[src/rtl/exp_unit_arbiter.sv]
// Round-robin arbiter sharing one LNS->linear antilog unit among N_REQ lanes.
// One operation in flight; a watchdog turns a stalled unit into an error
// response and drains any late result before granting again.

// Per-lane grant/response decode.
module exp_arb_lane #(
  parameter int ID_W = 2,
  parameter int LANE = 0
) (
  input  logic            grant_en,
  input  logic [ID_W-1:0] win_id,
  input  logic            rsp_en,
  input  logic [ID_W-1:0] grant_id,
  input  logic            rsp_rdy,
  output logic            req_rdy,
  output logic            rsp_vld,
  output logic            rsp_take
);
  localparam logic [ID_W-1:0] MY_ID = ID_W'(LANE);

  assign req_rdy  = grant_en && (win_id == MY_ID);
  assign rsp_vld  = rsp_en && (grant_id == MY_ID);
  // Only the owning lane's rsp_ready can complete the response.
  assign rsp_take = rsp_vld && rsp_rdy;
endmodule

module exp_unit_arbiter #(
  parameter int N_REQ          = 4,
  parameter int X_BITS         = 8,
  parameter int Y_BITS         = 8,
  parameter int TIMEOUT_CYCLES = 64,
  parameter int ID_W           = $clog2(N_REQ)
) (
  input  logic                    clk,
  input  logic                    rst,
  input  logic [N_REQ-1:0]        req_valid,
  input  logic [N_REQ*X_BITS-1:0] req_data,
  output logic [N_REQ-1:0]        req_ready,
  output logic [N_REQ-1:0]        rsp_valid,
  output logic [Y_BITS-1:0]       rsp_data,
  output logic                    rsp_err,
  input  logic [N_REQ-1:0]        rsp_ready,
  output logic [X_BITS-1:0]       exp_data_in,
  output logic                    exp_data_in_valid,
  input  logic                    exp_data_in_enable,
  input  logic [Y_BITS-1:0]       exp_data_out,
  input  logic                    exp_data_out_valid,
  output logic                    exp_data_out_enable,
  output logic                    busy,
  output logic [ID_W-1:0]         grant_id
);
  localparam logic [1:0] S_IDLE  = 2'd0;
  localparam logic [1:0] S_ISSUE = 2'd1;
  localparam logic [1:0] S_WAIT  = 2'd2;
  localparam logic [1:0] S_RESP  = 2'd3;

  localparam int CNT_W = (TIMEOUT_CYCLES < 1) ? 1 : $clog2(TIMEOUT_CYCLES + 1);

  logic [1:0]              state;
  logic [ID_W-1:0]         last_grant;
  logic [CNT_W-1:0]        cnt;
  logic [X_BITS-1:0]       op;
  logic [Y_BITS-1:0]       res;
  logic                    err;
  logic                    stale;

  logic [N_REQ-1:0][X_BITS-1:0] lane_data;
  logic [ID_W-1:0]         win_id;
  logic                    win_found;
  logic                    grant_en;
  logic [N_REQ-1:0]        rsp_take;
  logic                    rsp_done;
  logic [CNT_W-1:0]        cnt_nxt;
  logic                    tmo_hit;

  assign lane_data = req_data;

  // Rotating priority search starting just after the last served lane.
  always_comb begin
    int idx;
    win_found = 1'b0;
    win_id    = '0;
    for (int k = 1; k <= N_REQ; k++) begin
      idx = (int'(last_grant) + k) % N_REQ;
      if (!win_found && req_valid[ID_W'(idx)]) begin
        win_found = 1'b1;
        win_id    = ID_W'(idx);
      end
    end
  end

  // A late result from a timed-out op must drain before anyone is granted.
  assign grant_en = !rst && (state == S_IDLE) && !stale && win_found;

  for (genvar i = 0; i < N_REQ; i++) begin : g_lane
    exp_arb_lane #(.ID_W(ID_W), .LANE(i)) u_lane (
      .grant_en (grant_en),
      .win_id   (win_id),
      .rsp_en   (state == S_RESP),
      .grant_id (grant_id),
      .rsp_rdy  (rsp_ready[i]),
      .req_rdy  (req_ready[i]),
      .rsp_vld  (rsp_valid[i]),
      .rsp_take (rsp_take[i])
    );
  end

  assign rsp_done = |rsp_take;

  assign cnt_nxt = cnt + CNT_W'(1);
  assign tmo_hit = (TIMEOUT_CYCLES != 0) && (cnt_nxt == CNT_W'(TIMEOUT_CYCLES));

  assign exp_data_in         = op;
  assign exp_data_in_valid   = (state == S_ISSUE);
  assign exp_data_out_enable = (state == S_WAIT) || stale;
  assign rsp_data            = (state == S_RESP) ? res : '0;
  assign rsp_err             = (state == S_RESP) && err;
  assign busy                = (state != S_IDLE);

  // Operation sequencer, watchdog and stale-result drain.
  always_ff @(posedge clk) begin
    if (rst) begin
      state      <= S_IDLE;
      grant_id   <= '0;
      last_grant <= ID_W'(N_REQ - 1);
      cnt        <= '0;
      op         <= '0;
      res        <= '0;
      err        <= 1'b0;
      stale      <= 1'b0;
    end else begin
      // Discard the abandoned result; stale is never set while it is set.
      if (stale && exp_data_out_valid) stale <= 1'b0;
      case (state)
        S_IDLE: begin
          if (grant_en) begin
            op       <= lane_data[win_id];
            grant_id <= win_id;
            cnt      <= '0;
            state    <= S_ISSUE;
          end
        end
        S_ISSUE: begin
          cnt <= cnt_nxt;
          if (exp_data_in_enable) begin
            state <= S_WAIT;
          end else if (tmo_hit) begin
            // Unit never took the operand, so nothing will come back.
            res   <= '0;
            err   <= 1'b1;
            state <= S_RESP;
          end
        end
        S_WAIT: begin
          cnt <= cnt_nxt;
          if (exp_data_out_valid) begin
            res   <= exp_data_out;
            err   <= 1'b0;
            state <= S_RESP;
          end else if (tmo_hit) begin
            res   <= '0;
            err   <= 1'b1;
            stale <= 1'b1;
            state <= S_RESP;
          end
        end
        default: begin
          if (rsp_done) begin
            last_grant <= grant_id;
            state      <= S_IDLE;
          end
        end
      endcase
    end
  end
endmodule

[config.mk]
export PLATFORM = sky130hd
export DESIGN_NAME = exp_unit_arbiter
export DESIGN_NICKNAME = d
export VERILOG_FILES = /design/src/rtl/exp_unit_arbiter.sv
export SDC_FILE = /design/constraint.sdc
export NUM_CORES = 1
export LEC_CHECK = 0
export ABC_AREA = 1
export BUFFER_PORTS_ARGS = -buffer_cell sky130_fd_sc_hd__buf_2
export CAP_MARGIN = 40
export CORE_MARGIN = 2
export CORE_UTILIZATION = 50
export CTS_CLUSTER_DIAMETER = 80
export CTS_CLUSTER_SIZE = 20
export DETAILED_ROUTE_END_ITERATION = 8
export PLACE_DENSITY_LB_ADDON = 0.3
export SYNTH_ARGS = -nofsm -noshare
export SYNTH_HDL_FRONTEND = slang
export SYNTH_HIERARCHICAL = 1
export SYNTH_SLANG_ARGS = --single-unit
[constraint.sdc]
create_clock -name clk -period 3.35 [get_ports clk]
set_input_delay 0.5025 -clock clk [delete_from_list [all_inputs] [get_ports clk]]
set_output_delay 0.5025 -clock clk [all_outputs]
set_load 0.05 [all_outputs]
**Word-level counts from Yosys, hierarchy flattened**

Cells that the tools add are included.

- Mux-type cells: 43
- Reduce and logical (&&, ||, !) cells: 41
- Equality and inequality tests: 12
- $lt $le $gt $ge: 5
- $add $sub $neg: 5
- Bitwise logic cells: 1

Operators by type and width:

| operator | count |
|---|---|
| two-way mux 8 bit | 5 |
| logical AND 1 bit | 20 |
| two-way mux 1 bit | 19 |
| two-way mux 2 bit | 9 |
| binary-select mux 8 bit (select 2 bit) | 1 |
| less-than comparator 2 x 4 -> 1 bit (second input constant) | 4 |
| one-hot mux 8 bit (2 select lines) | 1 |
| one-hot mux 7 bit (2 select lines) | 1 |
| == test 2 bit (second input constant) | 6 |
| AND reduction 2 bit | 5 |
| binary-select mux 1 bit (select 2 bit) | 4 |
| adder 7 x 1 -> 7 bit (second input constant) | 1 |
| == test 7 bit (second input constant) | 1 |
| two-way mux 7 bit | 1 |
| == test 2 x 1 -> 1 bit (second input constant) | 3 |
| logical NOT 2 bit | 3 |
| one-hot mux 2 bit (3 select lines) | 1 |
| nonzero test 2 bit | 3 |
| logical NOT 1 bit | 5 |
| adder 2 x 1 -> 2 bit (second input constant) | 2 |
| adder 2 bit (second input constant) | 2 |
| nonzero test 4 bit | 1 |
| OR reduction 4 bit | 1 |
| less-than comparator 2 x 3 -> 1 bit (second input constant) | 1 |
| other kinds (7) | 7 |

- Register bits: 31
- Output and inout port bits: 30
- Word-level logic and storage cells: 115
- Input bits: 52

**Logic depth before layout (Yosys ltp)**

Gate-level depths: netlist (run 1).

- Depth in word-level cells: 17
- Depth in mapped cells: 17
- Depth with buffers taken out: 14

**Cells and area by module**

The synthesis (run 1) kept the hierarchy.

Modules (own cells, without submodules):

| module | cells each | instances | area each (µm²) |
|---|---|---|---|
| exp_unit_arbiter | 335 | 1 | 2093.3 |
| exp_arb_lane at g_lane[1].u_lane ... | 7 | 3 | 35.0 |
| exp_arb_lane at g_lane[0].u_lane | 6 | 1 | 28.8 |

**Least setup slack after synthesis (run 1)**

No wires, ideal clock.

- Path type: reg2out
- Start: register state[0]
- End: output req_ready[0]
- Slack: 50 ps
- Path buffers: 1
- Cell stages (with the launch flop): 9
- Arrival: 2797 ps
- Required time: 2847 ps
- Path through: dfxtp_1 -> inv_1 -> ha_1 -> inv_1 -> nor3_1 -> nand2_4 -> inv_1 -> buf_2 -> nor3b_1

- Word-level cells in the longest chain between the ends: 5

RTL lines:

| element | RTL line | source |
|---|---|---|
| start, declared | 59 | `logic [1:0] state;` |
| start signal, assigned | 123 | `state <= S_IDLE;` |
| start signal, assigned | 140 | `state <= S_ISSUE;` |
| start signal, assigned | 146 | `state <= S_WAIT;` |
| logical NOT 2 bit | 93 | `assign grant_en = !rst && (state == S_IDLE) && !stale && win_found;` |
| logical AND 1 bit (3 in series) | 93 |  |
| via grant_en | 70 | `logic grant_en;` |
| logical AND 1 bit | 21 | `assign req_rdy = grant_en && (win_id == MY_ID);` |
| end, declared | 38 | `output logic [N_REQ-1:0] req_ready,` |

The timed path passes the listed nets, and every way through them passes these cells.

**Final worst setup path (run 1)**

- Start: register last_grant[0]
- End: output req_ready[0]

- Word-level cells in the longest chain between the ends: 16
- Elaborated cells between the ends (all ways): 33
- Those cells by class: add/sub: 4; mux: 20; reduce/logical: 9

RTL lines:

| element | RTL line | source |
|---|---|---|
| start, declared | 60 | `logic [ID_W-1:0] last_grant;` |
| start signal, assigned | 125 | `last_grant <= ID_W'(N_REQ - 1);` |
| start signal, assigned | 169 | `last_grant <= grant_id;` |
| adder 2 x 1 -> 2 bit | 84 | `idx = (int'(last_grant) + k) % N_REQ;` |
| binary-select mux 1 bit (select 2 bit) | 85 | `if (!win_found && req_valid[ID_W'(idx)]) begin` |
| two-way mux 1 bit (implied by the code) (2 in series) | 85 |  |
| two-way mux 1 bit | 85 |  |
| logical NOT 1 bit | 85 |  |
| logical AND 1 bit | 85 |  |
| two-way mux 1 bit | 85 |  |
| logical NOT 1 bit | 85 |  |
| logical AND 1 bit | 85 |  |
| two-way mux 1 bit | 85 |  |
| logical NOT 1 bit | 85 |  |
| logical AND 1 bit | 85 |  |
| two-way mux 2 bit / two-way mux 1 bit (equally long branches) | 85 |  |
| logical NOT 2 bit / logical AND 1 bit (equally long branches) | 21, 93 |  |
| logical AND 1 bit (*) | 21 |  |

Mark *: on every way between the ends. The rest lies on a longest branch, timed or not. The select of a mux whose other input is x is not followed.

==> results of run 1 <==
## registers in the layout, indices dropped and copies added, names as in the netlist
| name | cells |
|---|---|
| cnt | 7 |
| err | 1 |
| exp_data_in | 8 |
| grant_id | 2 |
| last_grant | 2 |
| res | 8 |
| stale | 1 |
| state | 2 |
## Yosys cell counts, types with 4 or more instances
| library cell | count |
|---|---|
| nand2_4 | 4 |
| nand2_2 | 13 |
| nand3_1 | 59 |
| nor2_1 | 29 |
| dfxtp_1 | 31 |
| a21oi_1 | 21 |
| o21ai_0 | 8 |
| nor2_2 | 5 |
| nand2_1 | 104 |
| inv_1 | 47 |
| ha_1 | 6 |
| buf_6 | 4 |
## layer usage
layer | vias up | track usage, %
met2 | 55 | 38.5
met5 | - | 0
met1 | 1108 | 27.1
met3 | 7 | 5.27
li1 | 1310 | -
met4 | 0 | 7.13
## stage by stage
step	setup WS, ps	power, W	hold slack [ps]	area (um^2)	util, %
finish	404	0.00154	463	2740	63.4
floorplan	50.5	0.00102	440	2230	-
detailed placement	700	0.00116	454	2620	60.7
CTS	380	0.00155	459	2740	63.4
global placement	757	0.00115	450	2620	60.7
global route	164	0.00165	465	2740	63.4
## cell families after synthesis
kind of cell	after synthesis
compound gates	40
simple gates	226
fa+ha+maj	6
flops	31
buf+inv	59
## layout by cell type, fill, tap and decap left out, types with 3 or more instances in the layout
| cell type | instances |
|---|---|
| nor2_1 | 29 |
| o21ai_0 | 8 |
| nand3_2 | 3 |
| nor2_2 | 5 |
| nand2_2 | 13 |
| dfxtp_1 | 31 |
| clkbuf_8 | 6 |
| buf_2 | 81 |
| nand2_4 | 4 |
| inv_1 | 47 |
| o21ai_1 | 3 |
| ha_1 | 6 |
| nor3_1 | 3 |
| a21oi_1 | 21 |
| nand3_1 | 59 |
| nand2_1 | 104 |
## layout make-up
type | count | area [um^2]
clock buffers | 6 | 82.6
fillers | 427 | 1580
multi-input cells | 272 | 1350
flip-flops and latches | 31 | 621
inverters | 49 | 184
repair buffers | 81 | 405
well taps | 52 | 65.1
clock inverters | 2 | 35.0
## where the power goes
group	switching, W	internal, W	leakage (nW)
sequential	0.0000639	0.000439	0.254
clock	0.000144	0.000240	0.0612
combinational	0.000470	0.000184	1.24
total	0.000678	0.000863	1.56
## worst min-delay path by stage
stage | end | slack, ps | cells past startpoint
4_1_cts | res[2] | 460 | 3
5_1_grt | res[6] | 470 | 3
3_5_place_dp | res[5] | 450 | 2
6_report | res[5] | 460 | 2
2_1_floorplan | err | 440 | 1
3_3_place_gp | res[2] | 450 | 2
## worst max-delay path: stages, from the launching register on
cell and delay [ps]:
dfxtp_1 390, inv_2 240, nand2_1 80, nand2_1 110
nand2_1 80, nand2_2 90, inv_1 80, nand3_4 110
nand2_4 100, inv_1 370, nor3b_1 230, buf_2 290
==> flow_summary.json, run 1 <==
{
  "synth_compound_area_share_pct": 9.89,
  "dieWidth_um": 70.7,
  "leakagePower_nw": 1.56,
  "yosysSeqAreaShare_pct": 27.9,
  "post_cts_buffers": 0,
  "cts.htree.levels": 2,
  "grt_pass1_wl_um": 9340,
  "synthFlopType": "dfxtp_1",
  "synth_fa_ha_area_share_pct": 3.37,
  "synth_cell_types": 29,
  "synth_top_area_share_pct": 27.9,
  "setup_viol": 0,
  "timing_worst_setup_path_type": "register to output pin",
  "outcome": "finished, final reports clean",
  "setup_tns_ps": 0,
  "cts.sinks": 31,
  "ys_top_cells_by_area": "dfxtp_1 28%, nand2_1 18%, nand3_1 13%",
  "fin_nets": 498,
  "io_pins": 82,
  "wl_um": 5370,
  "worstSkewPairLatency_ps": 280,
  "grt.total_usage_pct": 22.2,
  "antenna_cells": 0,
  "grt-ovfl-total": 0,
  "cap_violations": 0,
  "cts_resized": 0,
  "worstHoldStart": "res[5]",
  "first_pass_iters": 4,
  "wl_met2_um": 2620,
  "synth_mux_area_share_pct": 0,
  "async_flop_share_pct": 0,
  "syn_inst": 362,
  "ctsHoldBuffers": 0,
  "synth_xor_xnor_area_share_pct": 0,
  "min_period_over_period_pct": 88.0,
  "period_needed_ps": 2950,
  "arrival_ps": 2440,
  "port_buffers": 81,
  "rows": 24,
  "synth.largest_area_cell": "dfxtp_1",
  "cp-endpoint": "req_ready[0]",
  "cts_max_path_buffers": 2,
  "r2r-start": "last_grant[0]",
  "r2r_slack_ps": 1230,
  "end_kind": "output pin",
  "clkTransAtPathRegs_ps": 60,
  "hp-class": "register to register",
  "synth.cell_area_um2": 2230,
  "cp_data_required_time_ps": 2850,
  "fmax_mhz": 339,
  "numCtsBuffers": 5,
  "start_util_pct": 51.5,
  "powerDensity_nw_per_um2": 562,
  "dieArea_um2": 5000,
  "tritoncts": "yes",
  "area_delta_synth_final_pct": 23.1,
  "wl_met1_um": 2410,
  "die_y_um": 70.7,
  "peakVddDrop_uv": 378,
  "grt_max_degree": 21,
  "layout-drive-gt1-share_pct": 27.2,
  "clock-root-buffer": "clkbuf_8",
  "synth_top_family_by_area": "simple AND/OR/NAND/NOR gates",
  "dp.cells": 485,
  "hpwl_um": 4070,
  "core_area_um2": 4320,
  "rsz0062_at_grt": "no",
  "synth-seq-cells": 31,
  "routed.top_layer": "met4",
  "reg2reg_depth": 13,
  "synth.net_count": 420,
  "drt_iter0_markers": 108,
  "synthSimpleGateAreaFrac_pct": 47.3,
  "ant_nets": 0,
  "worstSetupStartpoint": "last_grant[0]",
  "gp_congestion": 0.847,
  "wl_met3_um": 278,
  "final_hold_viol_count": 0,
  "antenna_found_initial": 0,
  "grt_pass1_vias": 2249,
  "cp-start-kind": "register",
  "ys_warn_count": 6,
  "avgViaCountPerCell": 5.03,
  "worst_slew_pin_slew_ps": 572,
  "vias": 2480,
  "r2r_end": "exp_data_in[4]",
  "syn_avg_cell_area_um2": 6.15,
  "drc_errors": 0,
  "cp_max_fo": 16,
  "final_cells": 493,
  "wl_per_cell_um": 10.9,
  "fin_skew_ps": 3.80,
  "synth_edf_count": 0,
  "relSlewSlack_pct": 61.9,
  "drv_slew": 0
}
Note: power is estimated with default switching activity, not from simulation.
==> run 2, diff against run 1 <==
- MAX_ROUTING_LAYER: default -> met4
- SYNTH_HIERARCHICAL: 1 -> default
==> run 2 against run 1 <==
Effect of this change: global-route usage down 0.33 points; critical path type unchanged; via count down 5.3%; non-clock buffer count unchanged; wire length down 6.5%; largest cell class unchanged; worst hold slack worse by 3.4 ps; utilization down 2.8 points; first-iteration DRC count up 47%; clock-buffer cell count up 1; clock skew up 2.6 ps; maximum frequency up 3.2%; setup slack better by 92 ps; clock power down 29%.
==> flow_summary.json, run 2 <==
{
  "outcome": "finished, final reports clean",
  "grt_pass1_vias": 2123,
  "first_pass_iters": 4,
  "ctsHoldBuffers": 0,
  "ys_top_cells_by_area": "dfxtp_1 28%, nand2_1 19%, nand3_1 8.7%",
  "dieWidth_um": 70.2,
  "avgViaCountPerCell": 5.00,
  "relSlewSlack_pct": 64.4,
  "powerDensity_nw_per_um2": 362,
  "synth_fa_ha_area_share_pct": 3.43,
  "synth_compound_area_share_pct": 10.0,
  "cp_data_required_time_ps": 2850,
  "port_buffers": 81,
  "fin_ws_ps": 495,
  "leakagePower_nw": 1.39,
  "dieArea_um2": 4920,
  "grt_max_degree": 24,
  "die_y_um": 70.2,
  "area_delta_synth_final_pct": 18.9,
  "synth_top_area_share_pct": 28.4,
  "synth.largest_area_cell": "dfxtp_1",
  "synthSimpleGateAreaFrac_pct": 44.1,
  "peakVddDrop_uv": 245,
  "setup_viol": 0,
  "fin_skew_ps": 6.44,
  "worstSkewPairLatency_ps": 280,
  "fmax_mhz": 350,
  "power_frac_comb_pct": 28.5,
  "worst_slew_pin_slew_ps": 532,
  "wl_met2_um": 2390,
  "synthFlopType": "dfxtp_1",
  "core_area_um2": 4290,
  "final_hold_viol_count": 0,
  "tritoncts": "yes",
  "grt.total_usage_pct": 21.9,
  "synth_edf_count": 0,
  "synth-seq-cells": 31,
  "end_kind": "output pin",
  "cap_violations": 0,
  "synth_xor_xnor_area_share_pct": 1.20,
  "ys_warn_count": 0,
  "place_area_um2": 2520,
  "yosysSeqAreaShare_pct": 28.4,
  "cts_resized": 0,
  "clock_power_share_pct": 29.0,
  "layout-drive-gt1-share_pct": 27.0,
  "fin_nets": 475,
  "synth_most_common_cell": "nand2_1",
  "final_cell_area_um2": 2600,
  "p_sw_share_pct": 34.8,
  "cp_max_fo": 20,
  "synth_cell_types": 32,
  "post_cts_buffers": 0,
  "rows": 24,
  "synth.cells.most_frequent": "109 x nand2_1, 38 x nand3_1, 35 x nor2_1, 32 x inv_1, 31 x dfxtp_1",
  "drt_iter0_markers": 159,
  "min_period_over_period_pct": 85.2,
  "period_needed_ps": 2850,
  "hp-class": "register to register",
  "ant_nets": 0,
  "syn_avg_cell_area_um2": 6.32,
  "switching_power_w": 0.000328,
  "synth.net_count": 404,
  "synth.cell_area_um2": 2190,
  "dp_slack_ps": 787,
  "grt_pass1_wl_um": 8600,
  "antenna_found_initial": 0,
  "final_common_cell": "nand2_1",
  "vias": 2348,
  "intPower_w": 0.000614,
  "start_util_pct": 51.0,
  "io_pins": 82,
  "clock-root-buffer": "clkbuf_8",
  "wl_met3_um": 301,
  "grt-ovfl-total": 0,
  "gp_congestion": 0.863,
  "clkTransAtPathRegs_ps": 60,
  "syn_inst": 346,
  "routed.top_layer": "met4",
  "antenna_cells": 0,
  "cp-start-kind": "register",
  "arrival_ps": 2350,
  "rsz0062_at_grt": "no",
  "p_seq_share_pct": 42.4,
  "synth_mux_area_share_pct": 0,
  "synth_top_family_by_area": "simple AND/OR/NAND/NOR gates",
  "cts.sinks": 31,
  "wl_per_cell_um": 10.7,
  "numCtsBuffers": 5,
  "async_flop_share_pct": 0,
  "timing_worst_setup_path_type": "register to output pin",
  "wl_um": 5020,
  "final_cell_mix": "109 x nand2_1, 81 x buf_2, 38 x nand3_1, 35 x nor2_1, 32 x inv_1",
  "drc_errors": 0,
  "setup_tns_ps": 0,
  "drv_slew": 0,
  "hpwl_um": 3900,
  "wl_met1_um": 2290,
  "cts_max_path_buffers": 2,
  "cts.htree.levels": 2
}
## run 2: routing by layer
| metal | up-vias | global-route usage [%] |
|---|---|---|
| met5 | - | - |
| met4 | 0 | 6.20 |
| li1 | 1235 | - |
| met2 | 70 | 35.8 |
| met3 | 6 | 5.77 |
| met1 | 1037 | 26.7 |
## run 2: worst max-delay path: stages, from the launching register on
cell and delay (ps):
dfxtp_1 580, nand2_1 150, nand2_1 120, nand2_1 90, nand2_1 160, nand3_2 110
nand2_4 100, nand2_4 140, inv_2 150, nand2_1 90, nor2_1 100, buf_2 280
## run 2: worst paths after layout
| path | start | slack [ps] | cells past startpoint | end |
|---|---|---|---|---|
| worst max-delay path | last_grant[0] | 500 | 11 | req_ready[1] |
| worst min-delay path | res[7] | 460 | 2 | res[7] |
| worst max register to register | last_grant[0] | 1260 | 13 | exp_data_in[7] |
| worst min register to register | res[7] | 460 | 2 | res[7] |
## run 2: layout make-up
| type | count | area, um^2 |
|---|---|---|
| Clock inverter | 1 | 5.00 |
| Fill cell | 441 | 1690 |
| Inverter | 36 | 145 |
| Multi-Input combinational cell | 262 | 1280 |
| Tap cell | 52 | 65.1 |
| Sequential cell | 31 | 621 |
| Clock buffer | 7 | 76.3 |
| Timing Repair Buffer | 81 | 405 |
## run 2: cells by family (layout without fill, tap and decap cells)
group / count (synthesis) / after routing
buf+inv: 53 / 125
compound gates: 37 / 37
fa+ha+maj: 6 / 6
flops: 31 / 31
simple gates: 216 / 216
xor+xnor: 3 / 3
## run 2: power by group through the flow
stage | logic (W) | clock network [W] | registers, W
after floorplan | 0.000161 | 0 | 0.000450
after global placement | 0.000267 | 0 | 0.000407
after detailed placement | 0.000269 | 0 | 0.000407
after CTS | 0.000270 | 0.000280 | 0.000399
after global routing | 0.000296 | 0.000300 | 0.000401
final | 0.000269 | 0.000273 | 0.000400
## run 2: per-stage QoR
stage | hold slack (ps) | cells | util, % | power, W
floorplan | 440 | 346 | - | 0.000611
global placement | 448 | 462 | 58.7 | 0.000673
detailed placement | 452 | 462 | 58.7 | 0.000676
CTS | 462 | 470 | 60.6 | 0.000950
global route | 466 | 470 | 60.6 | 0.000997
finish | 460 | 470 | 60.6 | 0.000942
